$ cat src/rtl/uart2vga_pkg.sv
// Shared constants and enums for the UART row-upload protocol.
// Used by the host-side row sender and its answer timer.
package uart2vga_pkg;

  localparam int UART_BYTE_SIZE_ROW = 240;
  localparam int UART_BYTE_SIZE_Y   = 2;
  localparam int UART_TIMEOUT_CYCLES = 50_000;

  localparam logic [7:0] UART_END_WORD     = 8'hDD;
  localparam logic [7:0] UART_ANS_TAKE_ROW = 8'hCC;
  localparam logic [7:0] UART_ANS_CODE     = 8'hAA;
  localparam logic [7:0] UART_ANS_OK       = 8'hFF;
  localparam logic [7:0] UART_ANS_NOT_ALL  = 8'h11;

  typedef enum logic [1:0] {
    ST_OK       = 2'd0,
    ST_NAK      = 2'd1,
    ST_ERR_CODE = 2'd2,
    ST_TIMEOUT  = 2'd3
  } status_e;

  typedef enum logic [2:0] {
    S_IDLE,
    S_FETCH,
    S_SEND,
    S_WAIT_ANS,
    S_WAIT_MISS,
    S_FINISH
  } state_e;

endpackage

$ cat src/rtl/uart_answer_timer.sv
// Answer timeout counter: clr zeroes, en counts, expired at TIMEOUT_CYCLES-1.
// Ports: clk, rst_n, clr, en in; expired out (qualified by en).
module uart_answer_timer
  import uart2vga_pkg::*;
#(
  parameter int TIMEOUT_CYCLES = UART_TIMEOUT_CYCLES
) (
  input  logic clk,
  input  logic rst_n,
  input  logic clr,
  input  logic en,
  output logic expired
);

  localparam int LOG_W =
    $clog2(TIMEOUT_CYCLES);
  localparam int CW =
    (LOG_W > 17) ? LOG_W : 17;
  localparam logic [CW-1:0] LAST =
    CW'(TIMEOUT_CYCLES - 1);

  logic [CW-1:0] count;

  assign expired = en && (count == LAST);

  always_ff @(posedge clk or negedge rst_n) begin
    if (!rst_n) begin
      count <= '0;
    end else if (clr) begin
      count <= '0;
    end else if (en && !expired) begin
      count <= count + 1'b1;
    end
  end

endmodule

$ cat src/rtl/uart_row_sender.sv
// Sends one row packet over UART and checks the per-byte answers.
// Ports: start/row in; rd_addr/rd_data buffer; tx_*/rx_* link; busy/done/status/missing/err_index out.
module uart_row_sender
  import uart2vga_pkg::*;
#(
  parameter int BYTE_SIZE_ROW = UART_BYTE_SIZE_ROW,
  parameter int BYTE_SIZE_Y   = UART_BYTE_SIZE_Y,
  parameter logic [7:0] END_WORD = UART_END_WORD,
  parameter logic [7:0] ANSWER_CODE_TAKE_ROW = UART_ANS_TAKE_ROW,
  parameter logic [7:0] ANSWER_CODE = UART_ANS_CODE,
  parameter logic [7:0] SUCCESSFULLY_RECEIVED = UART_ANS_OK,
  parameter logic [7:0] NOT_ALL_RECEIVED = UART_ANS_NOT_ALL,
  parameter int TIMEOUT_CYCLES = UART_TIMEOUT_CYCLES
) (
  input  logic        clk,
  input  logic        rst_n,
  input  logic        start,
  input  logic [15:0] row,
  output logic [7:0]  rd_addr,
  input  logic [7:0]  rd_data,
  output logic [7:0]  tx_data,
  output logic        tx_start,
  input  logic        tx_busy,
  input  logic [7:0]  rx_data,
  input  logic        rx_done,
  output logic        busy,
  output logic        done,
  output logic [1:0]  status,
  output logic [7:0]  missing,
  output logic [7:0]  err_index
);

  localparam int N = BYTE_SIZE_Y + BYTE_SIZE_ROW + 1;
  localparam logic [7:0] LAST_IDX = 8'(N - 1);
  localparam logic [7:0] Y_IDX = 8'(BYTE_SIZE_Y);

  state_e        state;
  status_e       status_q;
  logic [15:0]   row_q;
  logic [7:0]    idx;
  logic [7:0]    idx_inc;
  logic [7:0]    next_addr;
  logic [7:0]    byte_sel;
  logic          ans_ok;
  logic          tmr_clr;
  logic          tmr_en;
  logic          expired;

  assign status = status_q;

  assign idx_inc = idx + 8'd1;

  // Pixel bytes start after the row-number bytes.
  assign next_addr = (idx_inc >= Y_IDX) ?
                     idx_inc - Y_IDX : 8'd0;

  always_comb begin
    byte_sel = rd_data;
    unique case (1'b1)
      (idx < Y_IDX):
        byte_sel = idx[0] ? row_q[15:8]
                          : row_q[7:0];
      (idx == LAST_IDX):
        byte_sel = END_WORD;
      default:
        byte_sel = rd_data;
    endcase
  end

  assign ans_ok = (idx < Y_IDX) ?
                  (rx_data == ANSWER_CODE_TAKE_ROW) :
                  (rx_data == ANSWER_CODE);

  assign tmr_clr = (state == S_SEND) && !tx_busy;
  assign tmr_en  = (state == S_WAIT_ANS) ||
                   (state == S_WAIT_MISS);

  uart_answer_timer #(
    .TIMEOUT_CYCLES(TIMEOUT_CYCLES)
  ) u_timer (
    .clk     (clk),
    .rst_n   (rst_n),
    .clr     (tmr_clr),
    .en      (tmr_en),
    .expired (expired)
  );

  always_ff @(posedge clk or negedge rst_n) begin
    if (!rst_n) begin
      state     <= S_IDLE;
      status_q  <= ST_OK;
      row_q     <= '0;
      idx       <= '0;
      rd_addr   <= '0;
      tx_data   <= '0;
      tx_start  <= 1'b0;
      busy      <= 1'b0;
      done      <= 1'b0;
      missing   <= '0;
      err_index <= '0;
    end else begin
      tx_start <= 1'b0;
      done     <= 1'b0;
      unique case (state)
        S_IDLE: begin
          if (start) begin
            row_q     <= row;
            idx       <= '0;
            rd_addr   <= '0;
            status_q  <= ST_OK;
            missing   <= '0;
            err_index <= '0;
            busy      <= 1'b1;
            state     <= S_FETCH;
          end
        end
        S_FETCH: begin
          state <= S_SEND;
        end
        S_SEND: begin
          if (!tx_busy) begin
            tx_data  <= byte_sel;
            tx_start <= 1'b1;
            state    <= S_WAIT_ANS;
          end
        end
        S_WAIT_ANS: begin
          // An answer in the expiry cycle takes priority.
          if (rx_done) begin
            if (idx == LAST_IDX) begin
              if (rx_data == SUCCESSFULLY_RECEIVED) begin
                status_q <= ST_OK;
                done     <= 1'b1;
                state    <= S_FINISH;
              end else if (rx_data == NOT_ALL_RECEIVED) begin
                state <= S_WAIT_MISS;
              end else begin
                status_q  <= ST_ERR_CODE;
                err_index <= idx;
                done      <= 1'b1;
                state     <= S_FINISH;
              end
            end else if (ans_ok) begin
              idx     <= idx_inc;
              rd_addr <= next_addr;
              state   <= S_FETCH;
            end else begin
              status_q  <= ST_ERR_CODE;
              err_index <= idx;
              done      <= 1'b1;
              state     <= S_FINISH;
            end
          end else if (expired) begin
            status_q  <= ST_TIMEOUT;
            err_index <= idx;
            done      <= 1'b1;
            state     <= S_FINISH;
          end
        end
        S_WAIT_MISS: begin
          if (rx_done) begin
            missing  <= rx_data;
            status_q <= ST_NAK;
            done     <= 1'b1;
            state    <= S_FINISH;
          end else if (expired) begin
            status_q  <= ST_TIMEOUT;
            err_index <= idx;
            done      <= 1'b1;
            state     <= S_FINISH;
          end
        end
        S_FINISH: begin
          busy  <= 1'b0;
          state <= S_IDLE;
        end
        default: begin
          busy  <= 1'b0;
          state <= S_IDLE;
        end
      endcase
    end
  end

endmodule

$ cat config.mk
export PLATFORM = sky130hd
export DESIGN_NAME = uart_row_sender
export DESIGN_NICKNAME = d
export VERILOG_FILES = /design/src/rtl/uart2vga_pkg.sv /design/src/rtl/uart_answer_timer.sv /design/src/rtl/uart_row_sender.sv
export SDC_FILE = /design/constraint.sdc
export NUM_CORES = 1
export LEC_CHECK = 0
export CELL_PAD_IN_SITES_DETAIL_PLACEMENT = 0
export CELL_PAD_IN_SITES_GLOBAL_PLACEMENT = 1
export CORE_MARGIN = 1.5
export CORE_UTILIZATION = 28
export CTS_CLUSTER_SIZE = 20
export DETAILED_ROUTE_END_ITERATION = 8
export PLACE_DENSITY = 0.67
export SLEW_MARGIN = 20
export SYNTH_ARGS = -nofsm -noshare
export SYNTH_HDL_FRONTEND = slang
export SYNTH_SLANG_ARGS = --single-unit
export TNS_END_PERCENT = 5
$ cat constraint.sdc
create_clock -name clk -period 3.8 [get_ports clk]
set_input_delay 1.14 -clock clk [delete_from_list [all_inputs] [get_ports clk]]
set_output_delay 1.14 -clock clk [all_outputs]
set_load 0.02 [all_outputs]
==> After elaboration in Yosys (flattened, before gate mapping) <==
Cells that the tools add are included.
{ "word_totals": {"mem_bits_ro": 0, "latch_bits": 0, "output_inout_bits": 37, "ff_bits": 81, "wordCells": 116, "ram_bits": 0, "in_bits": 37, "memories": 0} }
{ "classes": {"eq_ne": 21, "bitwise_logic": 2, "n_reduce_logical": 20, "n_div": 0, "mul": 0, "n_shift": 0, "add_sub_neg": 3, "n_mux": 56, "magnitude_cmp": 2} }
{ "op_table": {"columns": ["op", "count"], "rows": [
  ["$mux W8", 17],
  ["$pmux W8 S2", 4],
  ["$mux W17", 2],
  ["$eq A8 B8 Y1 const B", 4],
  ["$pmux W8 S3", 1],
  ["$mux W3", 7],
  ["$add A17 B1 Y17 const B", 1],
  ["$eq A17 B16 Y1 const B", 1],
  ["$mux W2", 8],
  ["$pmux W3 S5", 1],
  ["$ne A2 B2 Y1 const B", 7],
  ["$mux W1", 13],
  ["$add A8 B1 Y8 const B", 1],
  ["$eq A8 B5 Y1 const B", 1],
  ["$ge A8 B2 Y1 const B", 1],
  ["$lt A8 B2 Y1 const B", 1],
  ["$ne A4 B4 Y1 const B", 2],
  ["$reduce_and A2 Y1", 4],
  ["$sub A8 B2 Y8 const B", 1],
  ["$eq A3 B2 Y1 const B", 2],
  ["$pmux W2 S3", 1],
  ["$reduce_and A6 Y1", 1],
  ["$reduce_bool A2 Y1", 3],
  ["$ne A5 B5 Y1 const B", 1],
  ["other kinds (14)", 19]
]} }

==> Longest topological paths before layout <==
{ "logic_depth": {"depth_word": 7, "ltp_mapped": 12, "depth_no_buf": 8} }

==> Cells and area by module <==
Synthesis repeated with hierarchy kept, for this count alone.
{ "hier_totals": {"hier_cells": 465, "hier_area_um2": 4316.6} }
{ "by_module_without_submodules": {"columns": ["mod", "n_inst", "cells_per_inst", "area_per_inst_um2", "seq_area_each_um2"], "rows": [
  ["uart_row_sender", 1, 362, 3370.7, 1601.5],
  ["uart_answer_timer", 1, 103, 945.9, 425.4]
]} }

==> Worst setup path after synthesis <==
Ideal clock, no wire load.
{ "synth_timing": {"kind": "input-to-reg", "from": "input port rx_data[2]", "to": "register err_index[0]", "n_path_buf": 0, "t_arrival_ns": 2.721, "required_time_ns": 3.733, "path_stages": 6, "path_slack_ns": 1.012, "setup_ns": 0.067, "path_cell_list": "or4bb_1 -> a21oi_1 -> o211ai_1 -> nor3_1 -> a211o_1 -> a22o_1"} }
{ "synth_between": {"elab_chain_cells": 4, "word_cells_on_any_way": 9, "cone_classes": "eq/ne (7); mux (1); reduce/logical (1)"} }
{ "synth_lines": {"columns": ["element", "line", "text"], "rows": [
  ["start, declared", "uart_row_sender.sv:24", "input logic [7:0] rx_data,"],
  ["$eq A8 B8 Y1, on equally long branches", "uart_row_sender.sv:72, uart_row_sender.sv:71", null],
  ["$mux W1", "uart_row_sender.sv:70", "assign ans_ok = (idx < Y_IDX) ?"],
  ["$ne A4 B3 Y1 (no line)", null, null],
  ["$reduce_and A6 Y1 (no line) *", null, null],
  ["end signal, assigned", "uart_row_sender.sv:139", "err_index <= idx;"],
  ["end signal, assigned", "uart_row_sender.sv:149", "err_index <= idx;"],
  ["end signal, assigned", "uart_row_sender.sv:155", "err_index <= idx;"],
  ["end, declared", "uart_row_sender.sv:30", "output logic [7:0] err_index"]
]} }
Mark *: on every way between the ends. The rest lies on a longest branch, timed or not.
A chain may end at the register's enable or synchronous reset.

==> Worst setup path after layout <==
{ "layout_timing": {"from": "input port rx_data[5]", "to": "register rd_addr[7]"} }
{ "layout_between": {"elab_chain_cells": 4, "word_cells_on_any_way": 5, "cone_classes": "eq/ne (3); mux (1); reduce/logical (1)"} }
{ "layout_lines": {"columns": ["element", "line", "text"], "rows": [
  ["$eq A8 B8 Y1, on equally long branches", "uart_row_sender.sv:72, uart_row_sender.sv:71", null],
  ["$mux W1 *", "uart_row_sender.sv:70", null],
  ["$ne A2 B2 Y1 (no line) *", null, null],
  ["$reduce_and A5 Y1 (no line) *", null, null],
  ["end signal, assigned", "uart_row_sender.sv:145", "rd_addr <= next_addr;"],
  ["end, declared", "uart_row_sender.sv:19", "output logic [7:0] rd_addr,"]
]} }
Marks and branches as above.

==> impl_results.md <==
* Status: finished, final reports clean
* CTS sink cnt at 81
* CP Capture Type: flop
* Critical path origin: rx_data[5]
* Vias in the first global route at between 3000 and 4000
* Total leakage power at around 2.2 nW
* RR Endpoint: rd_addr[3]
* Pwr Total at ~3.4 mW
* Most numerous cell in the Yosys netlist: dfrtp_1
* Overall Global Routing Usage at ~14%
* Die extent in x at between 100 and 150 um
* Post-CTS Hold Buffers at 0
* I/O Buffers at 73
* Cell Pwr Density at between 600 and 700 nW/um2
* P&R area growth vs syn at 30.6%
* Hold Crit Class: reg -> reg
* Yosys Warn Count at 0
* Post-DRT Antenna Nets at 0
* Unrepaired setup endpoints after global routing: false
* Die Ht at roughly 120 um
* Max Buffers Root-to-Sink at 2
* Slew @ Worst Pin at around 0.77 ns
* Placed cell count at around 660
* Routed vias at 3392
* Commonest cells post-synth: dfrtp_1 (81), nor2_1 (44), nand2_1 (32), o21ai_0 (32), a21oi_1 (22)
* Hold path startpoint: rd_addr[7]
* Avg WL per Cell at about 15 um
* Post-Syn Area at 4130 um2
* VDD IR-drop max at 288 uV
* Fmax at between 0.3 and 0.4 GHz
* H-tree levels at 3
* Synth top area cells: dfrtp_1 (49%), mux2_2 (4.6%), nor2_1 (4.0%)
* Die footprint at approximately 15000 um2
* Crit path to: rd_addr[7]
* Most used DFF post-synth: dfrtp_1
* Setup TNS at 0 ns
* R2R Path Start: idx[1]
* Max-capacitance violation count at 0
* Inserted Clock Buffers at 9
* Post-route clock skew at 0.0111 ns
* Largest area contributor in the netlist: dfrtp_1
* GPL Wtd Cong at roughly 0.80
* Reg2Reg Depth at 7
* Yosys reg bits at 81
* Mapped Cells at 426
* Tcrit/Tclk final at 82.2%
* Starting density of the core at ~29%
* DPL Wire Length at between 7000 and 8000 um
* Critical Path AT at 3.36 ns
* Number of distinct library cells after synthesis at 54
* Share of cells above drive strength 1 at just over 10%
* Top-area cell type share of the netlist area at 49.0%
* Post-CTS Resized at 0
* NumNets Final at between 500 and 600
* Core area at ~14000 um2
* Async S/R FF share, synth at 100%
* Register area share after synthesis at ~49%
* Startpoint Class: primary input
* Final setup vio count at 0
* Syn nets at 468
* Final max-slew violation count at 0
* Worst-path clk slew at about 0.060 ns
* Grt total ovfl at 0
* WP data required at around 4.0 ns
* TritonCTS clock tree: built
* # DRC at 0
* Worst hold margin at 0.480 ns
* Final min period at roughly 3.1 ns
* Pin count of the biggest net entering global routing at 82
* Setup bufs post-CTS at 0
* EDFF count, synth at 0
* I/O pin count at 74
* Starting DRT DRC Count at 138
* Root Buffer: clkbuf_16
* Final std cells w/o fill at 680
* Worst rel slew slack at a little under half
* Drt first pass iters at 4
* ANT cells at 0
* Synth Area per Inst at 9.70 um2
* Row count at between 40 and 50
* Final wirelength at around 11000 um
* Setup slack, reg-to-reg at between 0.7 and 0.8 ns
* Vias per cell at approximately 5.0
* Initial antenna violation count at 0
* Final Hold Violating Endpoints at 0
* First-pass GRT wire length at 17900 um
* CP max FO at 20
* Crit path kind: in -> reg
* Clk Latency, worst-skew pair at 0.34 ns
worst min-delay path by stage:
stage,end,depth (start not counted),slack [ns]
after floorplan,row_q[2],1,0.48
after global placement,rd_addr[5],2,0.46
after detailed placement,rd_addr[7],2,0.47
after CTS,rd_addr[7],2,0.49
after global routing,rd_addr[3],2,0.52
final,rd_addr[7],2,0.48
stage by stage:
step,util [%],cell area (um2),setup slack (ns)
2_1_floorplan,-,4130,1.01
3_3_place_gp,34.9,5060,0.346
3_5_place_dp,34.9,5060,0.351
4_1_cts,37.3,5390,0.695
5_1_grt,37.3,5400,0.479
6_report,37.3,5400,0.676
layout by cell type (no fill, tap or decap), types with 2 or more instances in the layout:
master	instances
o21ai_0	32
o31ai_1	4
nand2_1	32
o22ai_1	2
mux2_2	17
xor2_1	9
o41ai_1	3
mux2i_1	8
buf_4	8
ha_1	5
bufinv_16	2
and2_1	2
nand3_1	13
a22o_1	8
o21bai_1	2
a21oi_1	22
nor3_1	7
xnor2_1	15
nor2_1	44
o211ai_1	2
nand2b_1	3
a211o_1	2
nor4_1	5
clkinv_4	2
inv_1	13
nor2b_1	2
dfrtp_1	81
or4_1	3
nand3b_1	3
a31oi_1	9
or3_1	6
and3_1	7
clkbuf_16	9
clkdlybuf4s50_1	72
nand4_1	16
registers in the layout, summed over array words and instances, names as in the netlist:
name and count:
missing 8, busy 1, row_q 16, idx 8
tx_data 8, status 2, tx_start 1, u_timer.count 17
err_index 8, done 1, state 3, rd_addr 8
worst max-delay path: stages:
cell             delay [ns]
clkdlybuf4s50_1        0.53
or4bb_1                0.51
a21oi_1                0.13
o211ai_1               0.18
a21o_1                 0.46
o41ai_1                0.40
cell families (layout without fill, tap and decap cells):
kind of cell	after synthesis	in the layout	synth area share [%]
AND/OR/NAND/NOR	152	152	18.6
adder cells (fa/ha/maj)	5	5	1.51
AO/OA/AOI/OAI	99	99	15.4
flip-flops	81	81	49.0
XOR/XNOR	24	24	5.09
multiplexers	25	25	6.57
buffers and inverters	40	110	3.78
layer usage:
metal	part of all wire, %	global-route usage, %	vias up
li1	-	-	1650
met1	45	18.9	1650
met2	48	22.2	75
met3	5.0	4.21	17
met4	1.9	5.41	0
met5	0	0	-
cell type report:
type	instances	area, um2
clock buffers	10	239
multi-input cells	305	1960
flip-flops and latches	81	2030
fillers	1452	9080
well taps	184	230
inverters	13	48.8
repair buffers	81	792
clock inverters	6	97.6
power breakdown:
part / total [mW] / internal [mW] / switching [mW] / leakage (nW)
sequential: 1.27 / 1.09 / 0.176 / 1.06
combinational: 1.20 / 0.547 / 0.656 / 0.962
clock: 0.975 / 0.603 / 0.372 / 0.165
total: 3.45 / 2.24 / 1.20 / 2.19
(Power assumes the default switching activity.)
